## config.mk

```make
export PLATFORM = sky130hd
export DESIGN_NAME = softmax_exp_seq
export DESIGN_NICKNAME = d
export VERILOG_FILES = /design/src/rtl/softmax_exp_seq.sv
export SDC_FILE = /design/constraint.sdc
export NUM_CORES = 1
export LEC_CHECK = 0
export CAP_MARGIN = 20
export CORE_UTILIZATION = 52
export DETAILED_ROUTE_END_ITERATION = 10
export PLACE_DENSITY = 0.71
export SLEW_MARGIN = 20
export SYNTH_ARGS = -nofsm -noshare
export SYNTH_HDL_FRONTEND = slang
export SYNTH_SLANG_ARGS = --single-unit
```

## constraint.sdc

```tcl
create_clock -name clk -period 4.2 [get_ports clk]
set_input_delay 0.42 -clock clk [delete_from_list [all_inputs] [get_ports clk]]
set_output_delay 0.42 -clock clk [all_outputs]
set_load 0.02 [all_outputs]
```

## src/rtl/softmax_exp_seq.sv

```systemverilog
// Softmax exp sequencer: buffers N clamped logits, issues them one at a time to an
// external exp unit, accumulates the linearised results and streams the exp words out.
module softmax_exp_seq #(
  parameter int N       = 8,
  parameter int EXP_LAT = 0,
  parameter int SUM_W   = 32 + $clog2(N)
) (
  input  logic             clk,
  input  logic             rst_n,
  input  logic             in_valid,
  output logic             in_ready,
  input  logic [16:0]      in_data,
  output logic [16:0]      exp_x,
  input  logic [20:0]      exp_y,
  output logic             out_valid,
  input  logic             out_ready,
  output logic [20:0]      out_data,
  output logic             out_last,
  output logic [SUM_W-1:0] sum,
  output logic             sum_valid,
  output logic             busy
);

  localparam int               IDX_W    = $clog2(N);
  localparam logic [IDX_W-1:0] LAST_IDX = IDX_W'(N - 1);
  localparam logic [IDX_W-1:0] IDX_ONE  = IDX_W'(1);
  localparam logic [1:0]       LAT      = 2'(EXP_LAT);
  localparam logic [15:0]      MAG_MAX  = 16'hA000;

  typedef enum logic [1:0] {S_LOAD, S_EXP, S_OUT} state_t;

  state_t state_reg, state_next;

  logic [16:0] lbuf [N];
  logic [20:0] ebuf [N];

  logic [IDX_W-1:0] wr_idx_reg, iss_idx_reg, rd_idx_reg;
  logic [1:0]       phase_reg;
  logic [SUM_W-1:0] acc_reg, sum_reg, acc_next;
  logic [SUM_W:0]   acc_sum;
  logic [16:0]      exp_x_reg, in_clamped;
  logic [20:0]      out_data_reg;
  logic [31:0]      term;
  logic [IDX_W-1:0] lbuf_raddr, ebuf_raddr;
  logic             load_beat, capture, out_fire;

  function automatic logic [16:0] clamp_logit(input logic [16:0] x);
    logic [15:0] mag;
    mag = (x[15:0] > MAG_MAX) ? MAG_MAX : x[15:0];
    // Negative zero collapses to plain zero so the exp unit sees one encoding.
    clamp_logit = (mag == 16'h0000) ? 17'h00000 : {x[16], mag};
  endfunction

  assign in_clamped = clamp_logit(in_data);

  // Linearised exp term m << e, saturating terms whose position is out of range.
  always_comb begin
    term     = (exp_y[20:16] > 5'd16) ? 32'hFFFF_FFFF : ({16'h0000, exp_y[15:0]} << exp_y[20:16]);
    acc_sum  = {1'b0, acc_reg} + {{(SUM_W - 31){1'b0}}, term};
    acc_next = acc_sum[SUM_W] ? {SUM_W{1'b1}} : acc_sum[SUM_W-1:0];
  end

  always_ff @(posedge clk) begin
    if (!rst_n) state_reg <= S_LOAD;
    else        state_reg <= state_next;
  end

  always_comb begin
    state_next = state_reg;
    in_ready   = 1'b0;
    out_valid  = 1'b0;
    out_last   = 1'b0;
    sum_valid  = 1'b0;
    busy       = 1'b0;
    load_beat  = 1'b0;
    capture    = 1'b0;
    out_fire   = 1'b0;
    case (state_reg)
      S_LOAD: begin
        in_ready  = 1'b1;
        load_beat = in_valid;
        if (load_beat && wr_idx_reg == LAST_IDX) state_next = S_EXP;
      end
      S_EXP: begin
        busy    = 1'b1;
        capture = (phase_reg == LAT);
        if (capture && iss_idx_reg == LAST_IDX) state_next = S_OUT;
      end
      S_OUT: begin
        busy      = 1'b1;
        out_valid = 1'b1;
        sum_valid = 1'b1;
        out_last  = (rd_idx_reg == LAST_IDX);
        out_fire  = out_ready;
        if (out_fire && rd_idx_reg == LAST_IDX) state_next = S_LOAD;
      end
      default: state_next = S_LOAD;
    endcase
  end

  // Single read port per buffer: prefetch element 0 on phase entry, else the next index.
  assign lbuf_raddr = (state_reg == S_LOAD) ? '0 : iss_idx_reg + IDX_ONE;
  assign ebuf_raddr = (state_reg == S_EXP)  ? '0 : rd_idx_reg + IDX_ONE;

  always_ff @(posedge clk) begin
    if (load_beat) lbuf[wr_idx_reg]  <= in_clamped;
    if (capture)   ebuf[iss_idx_reg] <= exp_y;
  end

  always_ff @(posedge clk) begin
    if (!rst_n) begin
      wr_idx_reg   <= '0;
      iss_idx_reg  <= '0;
      rd_idx_reg   <= '0;
      phase_reg    <= '0;
      acc_reg      <= '0;
      sum_reg      <= '0;
      exp_x_reg    <= '0;
      out_data_reg <= '0;
    end else begin
      if (load_beat) begin
        wr_idx_reg <= wr_idx_reg + IDX_ONE;
        if (wr_idx_reg == LAST_IDX) begin
          acc_reg     <= '0;
          sum_reg     <= '0;
          iss_idx_reg <= '0;
          phase_reg   <= '0;
          exp_x_reg   <= lbuf[lbuf_raddr];
        end
      end
      if (state_reg == S_EXP) begin
        if (capture) begin
          acc_reg     <= acc_next;
          phase_reg   <= '0;
          iss_idx_reg <= iss_idx_reg + IDX_ONE;
          if (iss_idx_reg == LAST_IDX) begin
            sum_reg      <= acc_next;
            rd_idx_reg   <= '0;
            out_data_reg <= ebuf[ebuf_raddr];
          end else begin
            exp_x_reg <= lbuf[lbuf_raddr];
          end
        end else begin
          phase_reg <= phase_reg + 2'd1;
        end
      end
      if (out_fire) begin
        rd_idx_reg <= rd_idx_reg + IDX_ONE;
        if (rd_idx_reg != LAST_IDX) out_data_reg <= ebuf[ebuf_raddr];
      end
    end
  end

  assign exp_x    = exp_x_reg;
  assign out_data = out_data_reg;
  assign sum      = sum_reg;

endmodule

```

---- Word-level counts from Yosys, hierarchy flattened ----
Memories as Yosys holds them, arrays and structs flattened.
Index checks and enable logic that the tools add are counted.
word-level totals
  register bits after elaboration ......... 121
  word-level logic and storage cells ...... 95
  input port bits ......................... 42
  output and inout bits ................... 78
  memories kept ........................... 2
  RAM bits ................................ 304
memory list
  name  words  bits a word  read ports  clocked after memory_dff  write ports  RTL line  text
  ebuf  8      21           1           0                         1            35        logic [20:0] ebuf [N];
  lbuf  8      17           1           0                         1            34        logic [16:0] lbuf [N];
cells by class
  shift operators ......................... 1
  reductions and logical operators ........ 15
  order comparisons ....................... 2
  equality and inequality tests ........... 9
  add/sub/neg operators ................... 5
  multiplexer cells ....................... 52
operators by type and width
  cell                                                             count
  35-bit two-way mux                                               10
  21-bit two-way mux                                               5
  17-bit two-way mux                                               6
  35-bit by 32-bit adder with 36-bit output                        1
  32-bit two-way mux                                               1
  16-bit by 5-bit left shift with 32-bit output                    1
  3-bit two-way mux                                                10
  16-bit greater-than comparator, second input constant            1
  16-bit logical NOT                                               1
  16-bit two-way mux                                               1
  2-bit two-way mux                                                7
  1-bit two-way mux                                                11
  2-bit nonzero test                                               5
  3-bit by 1-bit adder with 3-bit output, second input constant    3
  3-bit == test, second input constant                             3
  2-bit inequality test, second input constant                     3
  2-bit one-hot mux with 3 select lines                            1
  3-bit AND reduction                                              2
  5-bit greater-than comparator, second input constant             1
  2-bit logical NOT                                                2
  1-bit logical AND                                                3
  3-bit inequality test, second input constant                     1
  2-bit by 1-bit adder with 2-bit output, second input constant    1
  2-bit by 1-bit == test with 1-bit output, second input constant  1
  other kinds (3)                                                  3

---- Depth between registers and ports, before layout ----
Gate-level depths: netlist of the first run.
An unclocked memory read counts as a cell.
  depth after elaboration ................. 8
  depth in mapped cells ................... 20
  mapped depth without buffers ............ 17

---- Least setup slack after synthesis of the first run ----
Ideal clock, no wire load.
  path type ............................... input-to-reg
  from .................................... input exp_y[16]
  to ...................................... register sum_reg[29], in the netlist sum[29]
  required time ........................... 4078 ps
  data arrival time ....................... 3784 ps
  stages on the path ...................... 16
  setup slack ............................. 294 ps
  cell sequence ........................... buf_2 -> buf_2 -> nor4_2 -> and2_1 -> clkbuf_1 -> a21oi_1 -> ha_1 -> buf_2 -> a21o_1 -> a31o_2 -> a31oi_1 -> o221a_2 -> a21oi_2 -> or2_4 -> buf_12 -> o311a_1
between the ends
  word-level cells in the longest chain between the ends .. 7
  elaborated cells on any way between the ends .. 8
  classes of those cells .................. add/sub: 1; order compare: 1; shift: 1; mux: 5
RTL lines
  item                                                                                            RTL line  text
  start: declaration                                                                              14        input logic [20:0] exp_y,
  16-bit by 5-bit left shift with 32-bit output or 5-bit greater-than comparator (tied branches)  58        term = (exp_y[20:16] > 5'd16) ? 32'hFFFF_FFFF : ({16'h0000, exp_y[15:0]} << exp_y[20:16]);
  32-bit two-way mux (*)                                                                          58
  35-bit by 32-bit adder with 36-bit output (*)                                                   59        acc_sum = {1'b0, acc_reg} + {{(SUM_W - 31){1'b0}}, term};
  35-bit two-way mux (*)                                                                          60        acc_next = acc_sum[SUM_W] ? {SUM_W{1'b1}} : acc_sum[SUM_W-1:0];
  35-bit two-way mux (*)                                                                          136       if (iss_idx_reg == LAST_IDX) begin
  35-bit two-way mux (*)                                                                          132       if (capture) begin
  35-bit two-way mux (*)                                                                          131       if (state_reg == S_EXP) begin
  end signal: assignment                                                                          137       sum_reg <= acc_next;
  end: declaration                                                                                39        logic [SUM_W-1:0] acc_reg, sum_reg, acc_next;
Mark *: on every way between the ends. The rest lies on a longest branch, timed or not.
A chain may end at the register's enable or synchronous reset.

---- Final worst setup path of the first run ----
  from .................................... input exp_y[16]
  to ...................................... register acc_reg[32]
between the ends
  word-level cells in the longest chain between the ends .. 6
  elaborated cells on any way between the ends .. 7
  classes of those cells .................. add/sub: 1; order compare: 1; shift: 1; mux: 4
RTL lines
  item                                                                                            RTL line  text
  16-bit by 5-bit left shift with 32-bit output or 5-bit greater-than comparator (tied branches)  58
  32-bit two-way mux (*)                                                                          58
  35-bit by 32-bit adder with 36-bit output (*)                                                   59
  35-bit two-way mux (*)                                                                          60
  35-bit two-way mux (*)                                                                          132
  35-bit two-way mux (*)                                                                          131
  end signal: assignment                                                                          133       acc_reg <= acc_next;
  end: declaration                                                                                39
Marked as above.

==> results summary, run 1 <==
The wire length of the first global-routing pass came out at between 70 and 80 mm. The flip-flop and latch count after synthesis is 425. The multiplexer fraction of the synthesized cell area is 0.09623. Once detail routing completed, the nets flagged for antenna violations numbered 0. The total count of hold-check failures in the final report is 0. The largest registers in the layout are ebuf (168), lbuf (136). On the final layout, the worst hold slack is between 0.4 and 0.5 ns. The flow ran to the end, and the final reports show no timing, DRC or antenna violations. After synthesis, the largest family of logic cells by area is compound AO/OA/AOI/OAI gates. The path class of the tightest hold or removal check is input pin to register. The number of CTS-inserted buffers came out at 44. Overall power consumption after layout is estimated at 10.12 mW.

The number of antenna repair diodes is 0. The synthesized-area fraction occupied by and/or/nand/nor cells is 0.1120. After detailed routing, the number of remaining DRC violations is 0. The number of hold buffers added after CTS was 0.

Data on the critical path arrives at its endpoint at 4.48 ns. The die height is 196.8 um. The clock arrives with roughly 0.023 ns of skew.

The flip-flop count of the largest register after layout is 168. The sum of routed wire length over all layers is around 50 mm. For this configuration, the core starts out at a cell density of 0.5337. The total number of nets in the final design came out at 1,967. The number of setup violations in the final report came out at 0.

The full die area is about 39,000 um^2. The relative slew slack came out at 0.2953. The worst setup path is launched from an input pin. The count of different cell masters after synthesis came out at around 80. The leakage power figure came out at a little over 9 nW.

The xor and xnor area share after synthesis is 0.01110. The share of final-layout standard cells stronger than drive strength 1 is 0.2234. The synthesized netlist cell count came out at roughly 1,600. The achievable clock frequency came out at 249.9 MHz. Once detailed placement completed, the half-perimeter wirelength came to 32.60 mm. The number of synthesized flops with an enable pin is 304. The net count after synthesis came out at 1,720. The top fanout value on the critical path is 14.

The area fraction in compound gates after synthesis was 0.1355. For the pin with the worst max-slew slack, the measured transition is 1.057 ns. STA classifies the critical path endpoint as a register. The clock period minus final worst setup slack came out at 4.002 ns. The share of the cycle needed by the critical path after routing came out at 0.9529. The total number of H-tree levels is 2. The number of detailed-routing iterations run before antenna repair came out at 5. The max-slew violation total from the final report was 0.

Across the VDD grid, the largest voltage drop is around 350 uV. From left edge to right edge, the die measures between 150 and 200 um. The reported max-cap violation count is 0. The tree is rooted in a sky130_fd_sc_hd__clkbuf_16.

The global-route congestion overflow total came out at 0. The violation count after the first detailed-route iteration came out at 992. Leaving out fill and tap cells, the most frequent cell in the layout is sky130_fd_sc_hd__edfxtp_1. During placement, the flow inserted port buffers numbering 119.

The post-synthesis cell area is 19,730 um^2. The area overhead of the layout relative to synthesis came out at 23.03%. The area inside the core boundary is 36,960 um^2.

The clock transition at the register clock pins on the worst setup and hold paths after CTS is 0.06 ns. The sequential fraction of the synthesis area came out at 0.5856. More flip-flops sit in one register than any other, and that register is ebuf. The total power per unit cell area is 416.8 nW/um^2. Pin placement for this block handled 120 I/O pins.

In the synthesized netlist the dominant register cell turns out to be sky130_fd_sc_hd__edfxtp_1. The synthesized area per cell is 12.07 um^2. The number of standard-cell rows in the floorplan came out at 70. The detailed router placed 14,300 vias in this run. The initial antenna violation count came out at 1. The detail-routed via count per cell is 5.908. Data on the critical path is required at its endpoint by 4.68 ns. The critical path in this run is classified as input pin to register. TritonCTS built the clock tree. The number of global-route vias before repair is 13,890. The later-pin clock latency in the skew report came out at around 0.59 ns. The top cell types in the final layout, fill and taps aside, are 304 x sky130_fd_sc_hd__edfxtp_1, 187 x sky130_fd_sc_hd__buf_4, 169 x sky130_fd_sc_hd__nand2_1, 121 x sky130_fd_sc_hd__a21oi_1, 120 x sky130_fd_sc_hd__dfxtp_1.

The count of clock tree sinks is between 400 and 500. The per-cell routed wire length is 21.06 um. The maximum number of pins on one net before global-route repair is 69. The overall routing resource usage came out at 0.2646. Of the total synthesized cell area, the portion taken by full adders, half adders and majority gates is 0.02829. The total of warnings raised by yosys is 0. Of all flip-flops after synthesis, the portion carrying an async set or reset was 0. At the end of routability-driven placement, the weighted congestion stood at 0.9236. The longest clock path from root to sink contains 3 buffers.
-- per-stage QoR --
stage,TNS (ns),utilization,instances,worst slack [ns],instance area [um^2]
after floorplan,0,-,1634,0.2945,19730
after global placement,-20.40,0.6113,2335,-0.3551,22590
after detailed placement,-23.51,0.6113,2335,-0.4074,22590
after CTS,0,0.6516,2416,0.1470,24080
after global routing,-0.01519,0.6566,2420,-0.009112,24270
final,0,0.6566,2420,0.1978,24270
-- area by class of cell --
cell class / instances / area [um^2]
flip-flops and latches: 425 / 11550
repair buffers: 311 / 2713
clock buffers: 62 / 1229
inverters: 23 / 86.33
multi-input cells: 1076 / 7796
clock inverters: 19 / 261.5
well taps: 504 / 630.6
fillers: 2818 / 12690
-- logic make-up (layout without fill, tap and decap cells) --
group | count (synthesis) | count (layout)
xor gates and xnor gates | 25 | 25
buffers and inverters | 135 | 415
AOI/OAI and AO/OA | 407 | 407
DFF | 425 | 425
and+or+nand+nor | 458 | 460
adders and majority gates | 44 | 44
muxes | 140 | 140
-- repair_timing --
item | in CTS | in global routing
setup buffers | 0 | 1
resized for setup | 0 | 33
hold endpoints to repair | 0 | 0
endpoints found under the setup margin | 0 | 68
-- cell usage after synthesis (15+ instances only) --
cell,count,area [um^2]
sky130_fd_sc_hd__o211a_1,16,160.2
sky130_fd_sc_hd__xnor2_1,19,166.4
sky130_fd_sc_hd__a211oi_1,15,112.6
sky130_fd_sc_hd__ha_1,43,538.0
sky130_fd_sc_hd__nor3_1,34,170.2
sky130_fd_sc_hd__buf_2,17,85.08
sky130_fd_sc_hd__nor2b_1,28,175.2
sky130_fd_sc_hd__a31oi_1,19,118.9
sky130_fd_sc_hd__a21boi_0,29,217.7
sky130_fd_sc_hd__o21ai_0,79,395.4
sky130_fd_sc_hd__mux4_2,34,765.7
sky130_fd_sc_hd__clkbuf_1,74,277.8
sky130_fd_sc_hd__nor2_1,77,289.0
sky130_fd_sc_hd__a21oi_1,126,630.6
sky130_fd_sc_hd__mux2_2,57,641.9
sky130_fd_sc_hd__nand2_1,170,638.1
sky130_fd_sc_hd__and2_1,36,225.2
sky130_fd_sc_hd__dfxtp_1,121,2422
sky130_fd_sc_hd__inv_1,22,82.58
sky130_fd_sc_hd__mux2i_1,49,490.5
sky130_fd_sc_hd__edfxtp_1,304,9129
sky130_fd_sc_hd__nand3_1,38,190.2
sky130_fd_sc_hd__a221oi_1,35,306.5
-- per-layer routing --
metal | vias to the layer above | wire (um) | track usage
met1 | 7093 | 22890 | 0.3730
met4 | 2 | 969 | 0.07551
li1 | 6650 | - | -
met3 | 68 | 3157 | 0.03884
met2 | 484 | 23950 | 0.4272
met5 | - | 10 | 0
-- final timing paths --
path / start / to / slack [ns] / cells after the start
setup / recovery: exp_y[16] / acc_reg[32]$_SDFF_PN0_ / 0.20 / 20
hold / removal: rst_n / sum[11]$_SDFF_PN0_ / 0.40 / 3
setup reg to reg: state_reg[1]$_SDFFE_PN0P_ / sum[18]$_SDFF_PN0_ / 1.26 / 7
hold reg to reg: sum[0]$_SDFF_PN0_ / sum[0]$_SDFF_PN0_ / 0.46 / 2
-- power breakdown --
part,total (mW),internal [mW],switching [mW]
clock,4.02,2.37,1.65
sequential,4.64,4.59,0.0420
combinational,1.46,0.633,0.830
total,10.1,7.60,2.52
-- worst max-delay path, cell delays in order --
cell and delay (ns):
sky130_fd_sc_hd__clkdlybuf4s50_1 0.51, sky130_fd_sc_hd__buf_12 0.16, sky130_fd_sc_hd__buf_4 0.17, sky130_fd_sc_hd__mux2i_2 0.26, sky130_fd_sc_hd__mux2i_1 0.14, sky130_fd_sc_hd__buf_4 0.16, sky130_fd_sc_hd__a21oi_2 0.21, sky130_fd_sc_hd__buf_4 0.14
sky130_fd_sc_hd__o211ai_1 0.16, sky130_fd_sc_hd__ha_1 0.38, sky130_fd_sc_hd__buf_4 0.12, sky130_fd_sc_hd__buf_4 0.11, sky130_fd_sc_hd__nand2_1 0.05, sky130_fd_sc_hd__a21oi_1 0.16, sky130_fd_sc_hd__o21ai_2 0.15, sky130_fd_sc_hd__o2111ai_4 0.26
sky130_fd_sc_hd__nand2_2 0.11, sky130_fd_sc_hd__o41ai_4 0.43, sky130_fd_sc_hd__nor3_1 0.09, sky130_fd_sc_hd__o31a_1 0.29
(Power assumes the default switching activity.)
==> run 2, diff against run 1 <==
- CORE_ASPECT_RATIO: default -> 1.5
==> run 2 against run 1 <==
Die area about the same. Critical path depth shrank 1. Setup slack better by 0.023 ns. Via count is 0.20% lower. First-iteration DRC count down 12%. Sequential share of layout area up 0.064 points. Sequential power is essentially flat. Final area shrank 0.13%. Register-to-register slack worse by 0.11 ns. Largest cell class unchanged. Highest routed layer is now met4.
==> results summary, run 2 (synthesis results as in run 1) <==
The root buffer cell is sky130_fd_sc_hd__clkbuf_16. For the pin with the worst max-slew slack, the measured transition is 1.073 ns. The placer's final routability congestion estimate came out at 0.9374. The max-slew violation total from the final report was 0.

The register with the most flip-flops in the layout has 168 of them. CTS built an H-tree with a depth of 2. After floorplanning, the core was divided into 87 placement rows. The count of clock tree sinks came out at 425. The initial utilization of the core area, before any placement, comes to 0.5268. The highest ir drop seen on vdd came out at 384.8 uV.

Setup repair after global routing left no endpoint under its margin. The setup TNS after final layout came out at 0 ns. The leakage power figure is 9.119 nW. The number of detailed-routing iterations run before antenna repair came out at 5. The initial antenna violation count came to 1. The full die area is approximately 39,000 um^2.

The count of pins on the block boundary came out at 120. After detailed routing, the total wire length is 51.59 mm. The number of fill cells is approximately 3,000. The area after detailed placement is 22,710 um^2. Prior to clock tree synthesis, the placed netlist has a worst setup slack of -0.4549 ns.

The number of antenna-violating nets in the routed design is 0. The relative slew slack is 0.2843. More flip-flops sit in one register than any other, and that register is ebuf. The worst setup path is of the input pin to register kind. Of the cells placed in the final design, the portion with a size suffix greater than 1 is 0.2224.

After detailed routing, the number of vias per cell comes to ~5.9. The achievable clock frequency is 251.3 MHz. The nature of the critical path startpoint is an input pin.

The maximum number of pins on one net before global-route repair came out at a little under 70. In the final layout, the registers with the most flip-flops are ebuf (168), lbuf (136). The min-delay analysis places its worst path in the category input pin to register. The per-cell routed wire length came out at about 21 um. The post-DP HPWL came out at 35.43 mm.

The die extent in x came out at 161.0 um. The number of buffers added on ports came out at 119. The area inside the core boundary is 37,450 um^2.

The clock transition at the register clock pins on the worst setup and hold paths after CTS is 0.07 ns. The global-route congestion overflow total came out at 0. The tool flagged a number of max-cap violations equal to 0. The number of global-route vias before repair was roughly 14,000. The wire length of the first global-routing pass came out at 79.30 mm. The die height came out at 240.5 um. The flow ran to the end, and the final reports show no timing, DRC or antenna violations.

The number of CTS-inserted buffers is 40. The worst setup path is captured at a register. The total count of hold-check failures in the final report is 0.

At the worst endpoint, the required time is 4.65 ns. The share of the cycle needed by the critical path after routing came out at 0.9474. The number of setup violations in the final report is 0. The least setup slack across all paths after layout came out at 0.2208 ns. The final layout contains 1,983 nets. The routed layout has about 14,000 vias. The data arrival time at the worst-slack endpoint is 4.43 ns.

With fillers left out, the area of the finished cells amounts to 24,240 um^2. The violation count after the first detailed-route iteration came out at 872. The setup clock skew after layout is 0.02944 ns. The overall power after layout is 10.10 mW.

In the layout the commonest cells are 304 x sky130_fd_sc_hd__edfxtp_1, 211 x sky130_fd_sc_hd__buf_4, 168 x sky130_fd_sc_hd__nand2_1, 121 x sky130_fd_sc_hd__a21oi_1, 120 x sky130_fd_sc_hd__dfxtp_1. For this run, design rule violations remaining after detail routing come to 0. The routed design could run at a clock period as short as 3.979 ns. The later-pin clock latency in the skew report came out at about 0.57 ns.

The number of buffers on the longest clock path is 3. TritonCTS built the clock tree. In this run the worst path has a maximum fanout of 17. For this design the ratio of total power to cell area is 416.8 nW/um^2. Post-CTS timing repair inserted 0 buffers for setup. The library cell used most frequently in the layout, excluding fill and tap cells, is sky130_fd_sc_hd__edfxtp_1. For this run, the total global-route usage over all layers was measured as 0.2668.

The area overhead of the layout relative to synthesis is 22.87%.
## run 2: final timing paths
check | cells past startpoint | start | endpoint | slack (ns)
hold reg to reg | 2 | sum[10]$_SDFF_PN0_ | sum[10]$_SDFF_PN0_ | 0.47
hold / removal | 3 | rst_n | sum[17]$_SDFF_PN0_ | 0.45
setup reg to reg | 9 | rd_idx_reg[0]$_SDFFE_PN0P_ | out_data[14]$_SDFF_PN0_ | 1.15
setup / recovery | 19 | exp_y[16] | acc_reg[32]$_SDFF_PN0_ | 0.22
## run 2: final cells by class
cell class,instances,area (um^2),area share
sequential,425,11550,0.4767
multi-input combinational,1075,7695,0.3175
timing repair buffer,332,2825,0.1166
clock buffer,52,1107,0.04569
tap,489,611.8,0.02525
clock inverter,22,355.3,0.01466
inverter,23,86.33,0.003562
antenna,1,2.502,0.0001033
## run 2: power by group
group | switching [mW] | internal [mW]
registers | 0.0469 | 4.59
logic | 0.842 | 0.662
clock network | 1.58 | 2.38
## run 2: metal layers
metal  up-vias  part of all wire  wire length [um]  track usage
li1       6671                 -                 -            -
met1      7048              0.39             20160       0.3093
met2       436              0.53             27460       0.5008
met3       114             0.045              2315      0.02956
met4         0             0.032              1650       0.1043
met5         -                 0                 0            0
## run 2: stage by stage
stage / hold WS, ns / utilization / std cells
after global placement: 0.4581 / 0.6066 / 2343
after CTS: 0.4237 / 0.6457 / 2417
after global routing: 0.4821 / 0.6472 / 2419
final: 0.4531 / 0.6472 / 2419
after detailed placement: 0.4682 / 0.6066 / 2343
after floorplan: 0.4509 / - / 1634
## run 2: repair_timing
action                                  in CTS  in global routing
resized for setup                            0                 15
endpoints found under the setup margin       0                 70
hold buffers                                 0                  0
## run 2: worst max-delay path, stage by stage
cell                              delay (ns)
sky130_fd_sc_hd__clkdlybuf4s50_1        0.45
sky130_fd_sc_hd__buf_12                 0.17
sky130_fd_sc_hd__buf_4                  0.16
sky130_fd_sc_hd__or3_1                  0.33
sky130_fd_sc_hd__o21ai_0                0.14
sky130_fd_sc_hd__mux2i_1                0.21
sky130_fd_sc_hd__buf_4                  0.18
sky130_fd_sc_hd__o21ai_1                0.24
sky130_fd_sc_hd__ha_1                   0.30
sky130_fd_sc_hd__a21oi_1                0.14
sky130_fd_sc_hd__o21ai_0                0.13
sky130_fd_sc_hd__or2_2                  0.34
sky130_fd_sc_hd__o211ai_2               0.30
sky130_fd_sc_hd__a21oi_4                0.11
sky130_fd_sc_hd__buf_4                  0.15
sky130_fd_sc_hd__nor2_2                 0.10
sky130_fd_sc_hd__buf_4                  0.20
sky130_fd_sc_hd__o21ai_0                0.10
sky130_fd_sc_hd__o31a_1                 0.25
